===== config.mk =====
export PLATFORM = sky130hd
export DESIGN_NAME = core_launch_ctrl_flat
export DESIGN_NICKNAME = d
export VERILOG_FILES = /design/src/rtl/core_launch_ctrl_if.sv /design/src/rtl/core_launch_ctrl.sv /design/src/flat_wrapper.sv
export SDC_FILE = /design/constraint.sdc
export NUM_CORES = 1
export LEC_CHECK = 0
export CAP_MARGIN = 20
export CORE_MARGIN = 3
export CORE_UTILIZATION = 38
export CTS_BUF_LIST = sky130_fd_sc_hd__clkbuf_8
export CTS_CLUSTER_DIAMETER = 100
export DETAILED_ROUTE_END_ITERATION = 7
export DONT_BUFFER_PORTS = 1
export GPL_TIMING_DRIVEN = 0
export SLEW_MARGIN = 30
export SYNTH_ARGS = -nofsm -noshare
export SYNTH_HDL_FRONTEND = slang
export SYNTH_SLANG_ARGS = --single-unit

===== constraint.sdc =====
create_clock -name clk -period 3.25 [get_ports clk]
set_clock_uncertainty 0.05 [all_clocks]
set_input_delay 0.4875 -clock clk [delete_from_list [all_inputs] [get_ports clk]]
set_output_delay 0.4875 -clock clk [all_outputs]
set_load 0.02 [all_outputs]

===== src/rtl/core_launch_ctrl_if.sv =====
// Host-side bundle for the core launch sequencer: launch request,
// per-core handshakes and the status outputs shown on the GPIO LEDs.
interface core_launch_ctrl_if #(
    parameter int NUM_CORES = 4,
    parameter int CNT_W     = 16
);
    logic                 go;
    logic [NUM_CORES-1:0] core_en;
    logic [NUM_CORES-1:0] core_done;
    logic                 ack;
    logic [NUM_CORES-1:0] core_start;
    logic [1:0]           phase;
    logic [NUM_CORES-1:0] done_mask;
    logic                 all_done;
    logic                 timeout;
    logic [CNT_W-1:0]     cycle_count;

    modport master (
        output go, core_en, core_done, ack,
        input  core_start, phase, done_mask,
        input  all_done, timeout, cycle_count
    );

    modport slave (
        input  go, core_en, core_done, ack,
        output core_start, phase, done_mask,
        output all_done, timeout, cycle_count
    );
endinterface


===== src/rtl/core_launch_ctrl.sv =====
// Launches enabled ML cores, gathers their done pulses and
// reports completion or timeout on the 2-bit LED phase code.
module core_launch_ctrl #(
    parameter int NUM_CORES      = 4,
    parameter int TIMEOUT_CYCLES = 1024,
    parameter int CNT_W          = 16
) (
    input logic               clk,
    input logic               rst,
    core_launch_ctrl_if.slave bus
);
    typedef enum logic [1:0] {
        IDLE  = 2'b00,
        START = 2'b01,
        WAIT  = 2'b10,
        DONE  = 2'b11
    } state_t;

    localparam logic [CNT_W-1:0] TO_LAST = CNT_W'(TIMEOUT_CYCLES - 1);

    state_t               state, state_nxt;
    logic [NUM_CORES-1:0] en_q, en_nxt;
    logic [NUM_CORES-1:0] mask_nxt, start_nxt, hit;
    logic [CNT_W-1:0]     cnt_nxt;
    logic                 to_nxt, ad_nxt;
    logic                 complete, expire;

    always_ff @(posedge clk or posedge rst) begin
        if (rst) begin
            state <= IDLE;
        end else begin
            state <= state_nxt;
        end
    end

    // Completion looks at this cycle's pulses, not just the stored mask.
    assign hit      = bus.done_mask | (bus.core_done & en_q);
    assign complete = (hit == en_q);
    assign expire   = (bus.cycle_count == TO_LAST);

    always_comb begin
        state_nxt = state;
        en_nxt    = en_q;
        mask_nxt  = bus.done_mask;
        cnt_nxt   = bus.cycle_count;
        to_nxt    = bus.timeout;
        start_nxt = '0;
        ad_nxt    = 1'b0;
        unique case (state)
            IDLE: begin
                if (bus.go && (|bus.core_en)) begin
                    state_nxt = START;
                    en_nxt    = bus.core_en;
                    mask_nxt  = '0;
                    cnt_nxt   = '0;
                    to_nxt    = 1'b0;
                    start_nxt = bus.core_en;
                end
            end
            START: begin
                state_nxt = WAIT;
            end
            WAIT: begin
                mask_nxt = hit;
                if (!(&bus.cycle_count)) begin
                    cnt_nxt = bus.cycle_count + CNT_W'(1);
                end
                if (complete) begin
                    state_nxt = DONE;
                    ad_nxt    = 1'b1;
                end else if (expire) begin
                    state_nxt = DONE;
                    to_nxt    = 1'b1;
                end
            end
            DONE: begin
                if (bus.ack) begin
                    state_nxt = IDLE;
                end
            end
            default: begin
                state_nxt = IDLE;
            end
        endcase
    end

    always_ff @(posedge clk or posedge rst) begin
        if (rst) begin
            en_q            <= '0;
            bus.core_start  <= '0;
            bus.done_mask   <= '0;
            bus.all_done    <= 1'b0;
            bus.timeout     <= 1'b0;
            bus.cycle_count <= '0;
        end else begin
            en_q            <= en_nxt;
            bus.core_start  <= start_nxt;
            bus.done_mask   <= mask_nxt;
            bus.all_done    <= ad_nxt;
            bus.timeout     <= to_nxt;
            bus.cycle_count <= cnt_nxt;
        end
    end

    assign bus.phase = state;
endmodule


===== src/flat_wrapper.sv =====
// flat-port wrapper written by rule: the top's interface ports become plain ports
module core_launch_ctrl_flat 
#(
    parameter int NUM_CORES      = 4,
    parameter int TIMEOUT_CYCLES = 1024,
    parameter int CNT_W          = 16
)
  (clk, rst, bus_go, bus_core_en, bus_core_done, bus_ack, bus_core_start, bus_phase, bus_done_mask, bus_all_done, bus_timeout, bus_cycle_count);
  core_launch_ctrl_if #(.NUM_CORES(NUM_CORES), .CNT_W(CNT_W)) bus_i ();
  input logic clk;
  input logic rst;
  input wire logic [$bits(bus_i.go)-1:0] bus_go;
  input wire logic [$bits(bus_i.core_en)-1:0] bus_core_en;
  input wire logic [$bits(bus_i.core_done)-1:0] bus_core_done;
  input wire logic [$bits(bus_i.ack)-1:0] bus_ack;
  output wire logic [$bits(bus_i.core_start)-1:0] bus_core_start;
  output wire logic [$bits(bus_i.phase)-1:0] bus_phase;
  output wire logic [$bits(bus_i.done_mask)-1:0] bus_done_mask;
  output wire logic [$bits(bus_i.all_done)-1:0] bus_all_done;
  output wire logic [$bits(bus_i.timeout)-1:0] bus_timeout;
  output wire logic [$bits(bus_i.cycle_count)-1:0] bus_cycle_count;
  assign bus_i.go = bus_go;
  assign bus_i.core_en = bus_core_en;
  assign bus_i.core_done = bus_core_done;
  assign bus_i.ack = bus_ack;
  assign bus_core_start = bus_i.core_start;
  assign bus_phase = bus_i.phase;
  assign bus_done_mask = bus_i.done_mask;
  assign bus_all_done = bus_i.all_done;
  assign bus_timeout = bus_i.timeout;
  assign bus_cycle_count = bus_i.cycle_count;
  core_launch_ctrl #(.NUM_CORES(NUM_CORES), .TIMEOUT_CYCLES(TIMEOUT_CYCLES), .CNT_W(CNT_W)) u_core (.clk(clk), .rst(rst), .bus(bus_i));
endmodule

* Yosys cells after proc, flatten, opt, wreduce, memory -nomap -nowiden
Cells that the tools add are included.
Cells by class: $add $sub $neg 1, equal/unequal tests 11, muxes and demuxes 18, bitwise logic cells 2, reductions and logical operators 10
Operators by type and width (number):
- $mux 16 | 2
- $pmux 16 s2 | 1
- $add 16x1->16 const B | 1
- $eq 16x10->1 const B | 1
- $reduce_and 16->1 | 1
- $mux 4 | 3
- $mux 2 | 4
- $pmux 2 s4 | 1
- $pmux 4 s2 | 1
- $ne 2x2->1 const B | 3
- $reduce_and 3->1 | 2
- $mux 1 | 5
- $and 4x4->4 | 1
- $eq 2x2->1 const B | 2
- $eq 4x4->1 | 1
- $ne 2x1->1 const B | 2
- $or 4x4->4 | 1
- $reduce_and 2->1 | 2
- $reduce_and 4->1 | 1
- $reduce_or 4->1 | 1
- $ne 3x1->1 const B | 1
- $eq 2x1->1 const B | 1
- $logic_not 2->1 | 1
- $pmux 1 s2 | 1
- other kinds (2) | 2
Word-level totals: register bits 32, input port bits 12, output and inout port bits 28, word-level logic and storage cells 49

* Depth between registers and ports, before layout
word-level depth 5, mapped depth 9

* Worst setup path before layout
Ideal clock, no wire load.
kind register -> register, start point register u_core.state[0], in the netlist u_core.bus.phase[0], end point register u_core.bus.cycle_count[11], arrival time 2180 ps, data required time 3123 ps, setup slack 943 ps, stages on the path, launching flop included 8, clock period less this slack 2307 ps, cell sequence dfrtp_1 -> inv_1 -> ha_1 -> clkbuf_1 -> mux2_2 -> a21o_1 -> or4_1 -> a21oi_1
On the way: longest elaborated chain between the ends 3, elaborated cells between the ends (all ways) 7, those cells by class eq/ne (3); mux (1); reduce/logical (3)
Ends and longest elaborated chain:
- start, declared | line core_launch_ctrl.sv:21 | state_t state, state_nxt;
- start signal, assigned | line core_launch_ctrl.sv:32 | state <= state_nxt;
- $eq 2x2->1 or $logic_not 2->1 (tied branches) | line core_launch_ctrl.sv:49 | unique case (state)
- $ne 2x2->1 (no line) (tied with other cells)
- $reduce_and 3->1 (no line)
- end signal, assigned | line core_launch_ctrl.sv:101 | bus.cycle_count <= cnt_nxt;
- end, declared | line core_launch_ctrl_if.sv:27 | output all_done, timeout, cycle_count
Parallel ways exist; a longest one is shown, timed or not. A chain may end at the register's enable or synchronous reset.

* Worst setup path in the final report
start point register u_core.state[0], in the netlist u_core.bus.phase[0], end point register u_core.bus.cycle_count[6]
Same word-level chain as after synthesis.

==> run metrics <==
CTS Buffer Depth 2; critical path fanouts, max 10; IO Pins 40; setup ws final 0.588 ns; Ant. Diodes 0; nets 195; layout cell share with drive strength beyond 1 11.7%; Static Leak 0.842 nW; vias per inst 5.79; Pint 0.814 mW; Layout area overhead 9.15%; H-Tree Depth 2; Detailed Route WL 3.76 mm; setup repair after global routing missed its margin no; CTS tree built; fin crit share 81.9%; Setup Slack @ Placement 0.604 ns; outcome finished clean; total congestion overflow 0; vias in the first global route 1252; postcts setup bufs 0; Post-synth EDFFs 0; Cell Rows 23; WL per Instance 16.4 microns; die footprint 5220 sq um; #FFs+latches synth 32; Crit Path Category flip-flop to flip-flop; NetSw 0.578 mW; CTS Sinks 32; Arr. time, crit path 2.76 ns; CTS root buffer clkbuf_8; max-slew violation count 0; synthesized instance count 171; Comb pwr share 30.7%; Setup crit end kind flip-flop; Port Buffers 0; via count 1325; Avg Inst Size Synth 9.76 sq um; share of power burned in registers 46.9%; f_max 376 MHz; clk slew on worst S/H paths 0.07 ns; # resized after CTS 0; post-synthesis sequential area ratio 48.0%; die width 72.3 microns; worst r2r path cells 9; min-delay worst type input pin to asynchronous set/reset pin; warnings from Yosys 0; pin count of the biggest net entering global routing 33; Primary FF master, synth dfrtp_1; Post-Syn Area 1670 sq um; final hold vios 0; Clk pwr share 22.4%; initial antenna violation count 0; Setup violations, final 0; asr flop ratio synth 100%; Net Sw Frac 41.5%; Final ANT Viol Nets 0; setup TNS 0 ns; R2R Setup Slk 0.59 ns; Worst Setup Start Kind flip-flop; Cell Chain, Critical Path inv_1 -> ha_1 -> clkbuf_1 -> inv_1 -> or2_2 -> clkbuf_1 -> nor2_1 -> clkbuf_1 -> nor2_1; die height 72.3 microns; min cycle time layout 2.66 ns; Slew HR 54.5%; # hold bufs at CTS 0; DRC 0; max incr delay on CP 0.47 ns; core box area 4120 sq um; first-pass GRT wire length 6.00 mm; cell with the largest stage delay on the worst path dfrtp_1; Peak VDD IR 291 uV; Clock Latency Late Sink 0.28 ns; cell repeated most along the worst path clkbuf_1; Critical path buffers and inverters 5; CTS Buf Count 5; reg2reg start u_core.bus.phase[0]$_DFFE_PP0P_; PwrDens 765 nW/um^2; total iterations of the first detailed-routing run 4; Worst Path Required 3.35 ns; Distinct cells, synth 43; Crit path max-delay family buffers and inverters; Post-DP HPWL 2.74 mm; max cap viols 0; Net Count, Synth 188; Starting Density 40.6%; total track usage 15.0%; DRT iter0 DRCs 78; R2R Path End u_core.bus.cycle_count[6]$_DFFE_PP0P_; worst-margin pin slew 0.681 ns; GP Congestion 0.849
[worst max path at each step]
stage,cells after the start,endpoint,slack (ns),from
finish,9,u_core.bus.cycle_count[6]$_DFFE_PP0P_,0.59,u_core.bus.phase[0]$_DFFE_PP0P_
global route,9,u_core.bus.cycle_count[10]$_DFFE_PP0P_,0.36,u_core.bus.phase[0]$_DFFE_PP0P_
CTS,9,u_core.bus.done_mask[2]$_DFFE_PP0P_,0.58,u_core.bus.phase[0]$_DFFE_PP0P_
detailed placement,9,u_core.bus.done_mask[2]$_DFFE_PP0P_,0.60,u_core.bus.phase[0]$_DFFE_PP0P_
global placement,9,u_core.bus.cycle_count[6]$_DFFE_PP0P_,0.67,u_core.bus.phase[0]$_DFFE_PP0P_
floorplan,7,u_core.bus.cycle_count[11]$_DFFE_PP0P_,0.94,u_core.bus.phase[0]$_DFFE_PP0P_
[metal layers]
layer	up-vias	share of wire [%]	GRT usage, %
met3	4	8.2	6.23
met4	0	1.1	6.47
met1	647	43	17.1
met2	44	48	24.5
met5	-	0	0
li1	630	-	-
[synthesized netlist by cell type, types with 2 or more instances]
cell type	instances	area share, %
inv_1	6	1.3
or3_1	2	0.75
nor2_1	18	4.0
dfrtp_1	32	48
or2_2	2	0.75
nor3_1	2	0.60
nor2b_1	3	1.1
clkbuf_1	3	0.67
a31oi_1	6	2.2
xor2_1	2	1.0
ha_1	5	3.7
nor4_1	6	2.2
a21o_1	5	2.2
a21oi_1	8	2.4
nand2_1	14	3.1
o31ai_1	4	1.8
xnor2_1	3	1.6
o21ai_0	8	2.4
and3_1	5	1.9
nand4b_1	2	1.0
or4_1	3	1.3
nand3_1	11	3.3
[placed cells by master (no fill, tap or decap), types with 2 or more instances in the layout]
| cell type | instances |
|---|---|
| a31oi_1 | 6 |
| nor2_1 | 18 |
| inv_2 | 2 |
| clkbuf_1 | 3 |
| clkbuf_8 | 6 |
| nand4b_1 | 2 |
| nand2_1 | 14 |
| dfrtp_1 | 32 |
| a21oi_1 | 8 |
| o31ai_1 | 4 |
| inv_1 | 7 |
| xnor2_1 | 3 |
| nor3_1 | 2 |
| a21o_1 | 5 |
| xor2_1 | 2 |
| ha_1 | 5 |
| nor4_1 | 6 |
| nand3_1 | 11 |
| or4_1 | 3 |
| and3_1 | 5 |
| nor2b_1 | 3 |
| or3_1 | 2 |
| or2_2 | 2 |
| o21ai_0 | 8 |
[worst reg2reg max path, cell delays in order, from the launching register on]
cell	delay [ns]
dfrtp_1	0.47
inv_1	0.16
ha_1	0.16
clkbuf_1	0.29
inv_1	0.06
or2_2	0.29
clkbuf_1	0.17
nor2_1	0.37
clkbuf_1	0.42
nor2_1	0.10
[registers in the layout (all words and copies together) (netlist names)]
signal / cells
u_core.en_q: 4
u_core.bus.all_done: 1
u_core.bus.done_mask: 4
u_core.bus.timeout: 1
u_core.bus.phase: 2
u_core.bus.cycle_count: 16
u_core.bus.core_start: 4
[cell families after synthesis]
logic type,Yosys count,synth area share (%)
buf+inv,13,3.67
xor+xnor,5,2.62
flops,32,48.0
fa+ha+maj,5,3.75
mux,3,1.95
compound gates,37,14.7
simple gates,76,25.3
[area by class of cell]
class / instances / area (sq um)
Clock buffer: 6 / 82.6
Inverter: 7 / 26.3
Fill cell: 407 / 2290
Multi-Input combinational cell: 126 / 807
Sequential cell: 32 / 801
Buffer: 6 / 35.0
Tap cell: 50 / 62.6
Clock inverter: 2 / 7.51
[through the flow]
step,hold WS (ns),util [%],power [mW],cells,instance area (sq um)
after floorplan,0.423,-,0.973,171,1670
after global placement,0.454,42.1,1.07,221,1730
after detailed placement,0.461,42.1,1.09,221,1730
after CTS,0.162,44.3,1.41,229,1820
after global routing,0.193,44.3,1.49,229,1820
final,0.133,44.3,1.39,229,1820
[power groups by stage]
| stage | Combinational (mW) | Sequential (mW) | Clock, mW |
|---|---|---|---|
| final | 0.428 | 0.653 | 0.311 |
| after global routing | 0.484 | 0.666 | 0.336 |
| after CTS | 0.434 | 0.655 | 0.320 |
| after detailed placement | 0.432 | 0.663 | 0 |
| after global placement | 0.415 | 0.656 | 0 |
| after floorplan | 0.339 | 0.634 | 0 |
(Power assumes the default switching activity.)
